### config.mk
export PLATFORM = sky130hd
export DESIGN_NAME = add_serial_nbit
export DESIGN_NICKNAME = d
export VERILOG_FILES = /design/src/rtl/add_serial_nbit_pkg.sv /design/src/rtl/add_1bit.sv /design/src/rtl/add_serial_nbit.sv
export SDC_FILE = /design/constraint.sdc
export NUM_CORES = 1
export LEC_CHECK = 0
export CAP_MARGIN = 30
export CORE_ASPECT_RATIO = 1.5
export CORE_MARGIN = 2
export CORE_UTILIZATION = 50
export CTS_BUF_LIST = sky130_fd_sc_hd__clkbuf_16
export CTS_CLUSTER_DIAMETER = 150
export DETAILED_ROUTE_END_ITERATION = 6
export PLACE_DENSITY = 0.74
export REMOVE_ABC_BUFFERS = 1
export SLEW_MARGIN = 20
export SYNTH_ARGS = -nofsm -noshare
export SYNTH_HDL_FRONTEND = slang
export SYNTH_HIERARCHICAL = 1
export SYNTH_SLANG_ARGS = --single-unit
### constraint.sdc
create_clock -name clk -period 1.95 [get_ports clk]
set_input_delay 0.2925 -clock clk [delete_from_list [all_inputs] [get_ports clk]]
set_output_delay 0.2925 -clock clk [all_outputs]
set_load 0.01 [all_outputs]
### src/rtl/add_serial_nbit_pkg.sv
// add_serial_nbit_pkg: FSM state encoding and counter width helper for the serial adder
package add_serial_nbit_pkg;
  typedef enum logic [1:0] {ST_IDLE = 2'd0, ST_RUN = 2'd1, ST_DONE = 2'd2} state_t;
  function automatic int clog2(input int v);
    int r = 1;
    while ((1 << r) < v) r++;
    return r;
  endfunction
endpackage

### src/rtl/add_1bit.sv
// add_1bit: single-bit full adder cell
module add_1bit (
  output logic S1,
  output logic Cout1,
  input  logic A1,
  input  logic B1,
  input  logic Cin
);
  assign S1    = A1 ^ B1 ^ Cin;
  assign Cout1 = (A1 & B1) | (Cin & (A1 ^ B1));
endmodule

### src/rtl/add_serial_nbit.sv
// add_serial_nbit: multi-cycle adder/subtractor processing BITS_PER_CYCLE bits per clock
module add_serial_nbit
  import add_serial_nbit_pkg::*;
#(
  parameter int WIDTH          = 8,
  parameter int BITS_PER_CYCLE = 1
) (
  input  logic             clk,
  input  logic             rst_n,
  input  logic             start,
  input  logic             sub,
  input  logic             cin,
  input  logic [WIDTH-1:0] a,
  input  logic [WIDTH-1:0] b,
  output logic             busy,
  output logic             done,
  output logic [WIDTH-1:0] sum,
  output logic             cout,
  output logic             ovf
);
  localparam int N  = WIDTH / BITS_PER_CYCLE;
  localparam int CW = clog2(N);
  state_t                  r_state;
  logic [CW-1:0]           r_cnt;
  logic [WIDTH-1:0]        r_a, r_b, r_acc;
  logic                    r_carry;
  logic [BITS_PER_CYCLE:0] w_c;
  logic [BITS_PER_CYCLE-1:0] w_s;
  logic [WIDTH-1:0]        w_acc_nxt;
  assign w_c[0]    = r_carry;
  assign busy      = r_state != ST_IDLE;
  // each slice enters at the MSB end so after N slices the result is aligned
  assign w_acc_nxt = WIDTH'({w_s, r_acc} >> BITS_PER_CYCLE);
  for (genvar i = 0; i < BITS_PER_CYCLE; i++) begin : g_fa
    add_1bit u_fa (.S1(w_s[i]), .Cout1(w_c[i+1]), .A1(r_a[i]), .B1(r_b[i]), .Cin(w_c[i]));
  end
  always_ff @(posedge clk or negedge rst_n) begin
    if (!rst_n) begin
      r_state <= ST_IDLE;
      r_cnt   <= '0;
      r_a     <= '0;
      r_b     <= '0;
      r_acc   <= '0;
      r_carry <= 1'b0;
      done    <= 1'b0;
      sum     <= '0;
      cout    <= 1'b0;
      ovf     <= 1'b0;
    end else begin
      unique case (r_state)
        ST_IDLE: if (start) begin
          r_a     <= a;
          r_b     <= sub ? ~b : b;
          r_carry <= sub ? 1'b1 : cin;
          r_cnt   <= '0;
          r_state <= ST_RUN;
        end
        ST_RUN: begin
          r_a     <= r_a >> BITS_PER_CYCLE;
          r_b     <= r_b >> BITS_PER_CYCLE;
          r_carry <= w_c[BITS_PER_CYCLE];
          r_acc   <= w_acc_nxt;
          r_cnt   <= r_cnt + CW'(1);
          if (r_cnt == CW'(N - 1)) begin
            sum     <= w_acc_nxt;
            cout    <= w_c[BITS_PER_CYCLE];
            ovf     <= w_c[BITS_PER_CYCLE-1] ^ w_c[BITS_PER_CYCLE];
            done    <= 1'b1;
            r_state <= ST_DONE;
          end
        end
        ST_DONE: begin
          done    <= 1'b0;
          r_state <= ST_IDLE;
        end
        default: r_state <= ST_IDLE;
      endcase
    end
  end
endmodule
== Word-level counts from Yosys, hierarchy flattened ==
Index checks and enable logic that the tools add are counted.
Cells by class
  add/sub/neg operators: 1
  eq/ne operators: 5
  multiplexer cells: 15
  bitwise logic cells: 7
  reduce and logical (&&, ||, !) cells: 8
Operator list (number)
  $pmux W8 S2: 2
  $mux W8: 3
  $not A8 Y8: 1
  $reduce_and A2 Y1: 4
  $pmux W3 S2: 1
  $reduce_bool A2 Y1: 3
  $mux W2: 2
  $ne A2 B2 Y1 const B: 2
  $pmux W1 S2: 2
  $pmux W2 S2: 1
  $add A3 B1 Y3 const B: 1
  $eq A3 B3 Y1 const B: 1
  $mux W1: 3
  $mux W3: 1
  $xor A1 B1 Y1: 3
  $and A1 B1 Y1: 2
  $eq A2 B1 Y1 const B: 1
  $eq A2 B2 Y1 const B: 1
  $logic_not A2 Y1: 1
  $or A1 B1 Y1: 1
Storage, ports and cells
  bits in registers: 41
  input port bits: 21
  output and inout port bits: 12
  logic and storage cells: 46

== Logic depth before layout (Yosys ltp) ==
  word-level depth: 4
  depth in mapped cells: 6
  gate-level depth less buffers: 5

== Hierarchy ==
The synthesis kept the hierarchy.
Modules (own cells, without submodules)
  add_serial_nbit: times used 1, cells an instance 159, area each 1840.5 um^2, seq. area each 1001.0 um^2
  add_1bit: times used 1, cells an instance 1, area each 20.0 um^2, seq. area each 0.0 um^2

== Worst setup path after synthesis ==
Ideal clock, no wire load.
  path type: register -> register
  start point: register r_cnt[0]
  end point: register cout
  setup time: 0.125 ns
  arrival: 1.412 ns
  required time: 1.825 ns
  setup slack: 0.413 ns
  stages on the path, launching flop included: 6
  path buffers: 1
  path through: dfrtp_1 > ha_1 > ha_1 > nand3b_1 > buf_2 > mux2_2
Between the ends
  longest elaborated chain between the ends: 2
Ends and longest elaborated chain
  from (decl): RTL line add_serial_nbit.sv:24  | logic [CW-1:0] r_cnt;
  from (signal assigned): RTL line add_serial_nbit.sv:63  | r_cnt <= r_cnt + CW'(1);
  $eq A3 B3 Y1: RTL line add_serial_nbit.sv:64  | if (r_cnt == CW'(N - 1)) begin
  $reduce_and A2 Y1 (no line)
  to (signal assigned): RTL line add_serial_nbit.sv:66  | cout <= w_c[BITS_PER_CYCLE];
  to (decl): RTL line add_serial_nbit.sv:18  | output logic cout,
Every way passes these cells.
A chain may end at the register's enable or synchronous reset.

== Final worst setup path ==
  start point: register r_state[1]
  end point: output busy
Between the ends
  longest elaborated chain between the ends: 1
Ends and longest elaborated chain
  from (decl): RTL line add_serial_nbit.sv:23  | state_t r_state;
  from (signal assigned): RTL line add_serial_nbit.sv:39  | r_state <= ST_IDLE;
  from (signal assigned): RTL line add_serial_nbit.sv:56  | r_state <= ST_RUN;
  from (signal assigned): RTL line add_serial_nbit.sv:69  | r_state <= ST_DONE;
  $reduce_bool A2 Y1: RTL line add_serial_nbit.sv:31  | assign busy = r_state != ST_IDLE;
  to (decl): RTL line add_serial_nbit.sv:15  | output logic busy,
Every way passes these cells.

==> flow_metrics.py <==
metrics = {
    "cts": {
        "cts_buffers": 5,
        "cts.sinks": 40,
        "cts_tree": "yes",
        "post_cts_buffers": 0,
        "cts_max_level": 2,
        "clk_pin_slew_ns": 0.06,
        "max-clock-path-buffers": 2,
        "clk_latency_ns": 0.28,
        "cts_root_buf": "clkbuf_16",
    },
    "detailed_routing": {
        "post_drt_wl_per_cell_microns": 15.1,
        "detail-route-antenna-nets": 0,
        "viasPerCell": 5.61,
        "drcViolationCount": 0,
        "drt_pass1_iterations": 4,
        "drt_iter0_drc": 25,
        "vias": 1347,
        "wl_microns": 3620,
    },
    "critical_path": {
        "crit_chain": "or2_2 -> clkdlybuf4s50_1",
        "crit_type": "reg2out",
        "cp.arrival_ns": 1.57,
        "cp.required_ns": 1.66,
        "critPathTopFamily": "flip-flops",
        "r2r_end": "r_b[5]",
        "worstReg2RegStart": "r_state[0]",
        "cp-end-kind": "output port",
        "cp_slowest_stage_delay_ns": 0.50,
        "worst-path-buf-inv": 1,
        "slowest_stage": "dfrtp_2",
        "cp-start-kind": "register",
        "rrSetupSlack_ns": 0.37,
        "cp_max_fo": 11,
        "r2r_cells": 4,
    },
    "yosys": {
        "syn_inst": 160,
        "avgSynthCellArea_sq_um": 11.6,
        "async_flop_share_pct": 100,
        "synth.distinct_cells": 27,
        "yosysSeqAreaShare_pct": 53.8,
        "synth_most_common_cell": "dfrtp_1",
        "netlist_area_sq_um": 1860,
        "yosys_most_used_dff": "dfrtp_1",
        "post-synth-top-area-cell": "dfrtp_1",
        "synthTopCellsByArea": "dfrtp_1 (54%), mux2_2 (10%), a22oi_1 (4.0%)",
        "synth_warnings": 6,
        "synth_top_area_share_pct": 53.8,
        "synth_top_cells_by_count": "dfrtp_1 (40), mux2_2 (17), o21ai_0 (14), a22oi_1 (10)",
        "ys_ff_latch": 40,
        "synth_edf_count": 0,
    },
    "sta": {
        "slew_viol_final": 0,
        "setup_viol": 0,
        "setup_slack_ns": 0.0910,
        "final.period_utilization_pct": 95.3,
        "finalHoldViolCount": 0,
        "hold_slack_ns": 0.0610,
        "fin_skew_ns": 0.00346,
        "post-route-min-period_ns": 1.86,
        "rsz0062_at_grt": "no",
        "max_freq_ghz": 0.538,
        "tightest_slew_ns": 0.488,
        "maxSlewHeadroom_pct": 67.4,
    },
    "grt": {
        "grt-ovfl-total": 0,
        "grt.total_usage_pct": 19.5,
        "grt_max_degree": 41,
        "grt_pass1_vias": 1367,
        "grt_pass1_wl_microns": 6030,
        "antenna_found_initial": 0,
    },
    "floorplanning": {
        "initial_core_util_pct": 51.5,
        "core-area_sq_um": 3610,
        "io_pins": 33,
        "rows": 27,
        "die_w_microns": 53.8,
        "dieArea_sq_um": 4230,
        "die_h_microns": 78.7,
    },
    "run": {
        "maxCapViolCount": 0,
    },
    "hold_path": {
        "hp-class": "in2async",
    },
    "cells_and_area": {
        "antenna_cells": 0,
        "fin_area_sq_um": 2390,
        "area.growth.synth_to_final_pct": 28.4,
        "nNetsFinal": 220,
        "n_fill_cell": 299,
        "final_cell_count_no_fill": 240,
        "drive_gt1_share_pct": 18.8,
    },
    "place": {
        "dp.cells": 232,
        "dp_hpwl_microns": 2540,
        "dp_slack_ns": 0.234,
        "dpl_cell_area_sq_um": 2250,
        "io_buffers": 32,
        "routabilityCongestion": 0.785,
    },
    "power_and_ir_drop": {
        "peakVddDrop_v": 0.000830,
        "p_leak_nw": 1.04,
        "p_per_area_nw_per_um2": 1430,
    },
    "status": {
        "status": "finished clean",
    },
}
-- worst max-delay path by stage --
stage	start	to	slack, ns	cells past startpoint
CTS	r_state[1]	busy	0.01	2
finish	r_state[1]	busy	0.09	2
detailed placement	sub	r_b[6]	0.23	4
global route	r_state[0]	busy	0.05	2
floorplan	r_state[0]	r_acc[1]	-0.14	2
global placement	sub	r_b[6]	0.28	4
-- through the flow --
step / total power [mW] / utilization, % / TNS [ns]
after floorplan: 2.11 / - / -0.972
after global placement: 2.60 / 62.2 / 0
after detailed placement: 2.67 / 62.2 / 0
after CTS: 3.45 / 66.1 / 0
after global routing: 3.64 / 66.1 / 0
final: 3.42 / 66.1 / 0
-- kinds of logic (layout without fill, tap and decap cells) --
logic type,Yosys count,after routing,synth area share (%)
buffers and inverters,18,55,4.44
xor gates and xnor gates,9,9,4.24
and+or+nand+nor,26,26,7.87
muxes,18,18,10.8
adders and majority gates,3,3,2.42
AOI/OAI and AO/OA,46,46,16.4
DFF,40,40,53.8
-- area by class of cell --
type / count / area (sq um) / share of cell area, %
tap: 43 / 53.8 / 2.25
timing repair buffer: 41 / 395 / 16.5
clock buffer: 5 / 125 / 5.24
sequential: 40 / 1000 / 41.9
clock inverter: 3 / 13.8 / 0.576
inverter: 6 / 22.5 / 0.942
multi-input combinational: 102 / 777 / 32.5
-- where the power goes --
group / switching [mW] / total (mW) / leakage (nW) / internal [mW]
logic: 0.512 / 1.23 / 0.468 / 0.721
clock network: 0.297 / 0.761 / 0.0710 / 0.464
registers: 0.255 / 1.43 / 0.504 / 1.18
-- worst register-to-register path, delay by kind of cell (launching register included) --
family / cells / cell delay (ns)
AO/OA/AOI/OAI: 2 / 0.32
buffers and inverters: 1 / 0.23
flip-flops: 1 / 0.47
AND/OR/NAND/NOR: 1 / 0.50
-- sequential cells by signal, indices dropped and copies added (netlist names) --
register,flops
r_b,8
sum,8
r_state,2
r_acc,7
r_a,8
r_carry,1
done,1
cout,1
r_cnt,3
ovf,1
-- cell usage in the layout, fill, tap and decap left out, drive strengths merged, types with 4 or more instances in the layout --
cell and count:
a221o 4, and2b 4, dfrtp 40, nand2 7, clkdlybuf4s50 31, buf 10, nor2b 8, o21ai 14
a22oi 10, xnor2 8, mux2 17, a21oi 9, inv 6, clkbuf 5
-- routing by layer --
metal / vias up / global-route usage, % / share of wire (%)
li1: 639 / - / -
met1: 665 / 22.6 / 43
met2: 34 / 32.8 / 52
met3: 9 / 4.70 / 3.3
met4: 0 / 8.72 / 2.3
met5: - / 0 / 0
-- timing repair --
action / in CTS / in global routing
hold buffers: 0 / 0
setup endpoints to repair: 0 / 1
resized for setup: 0 / 1
Power figures use the tool's default switching activity.
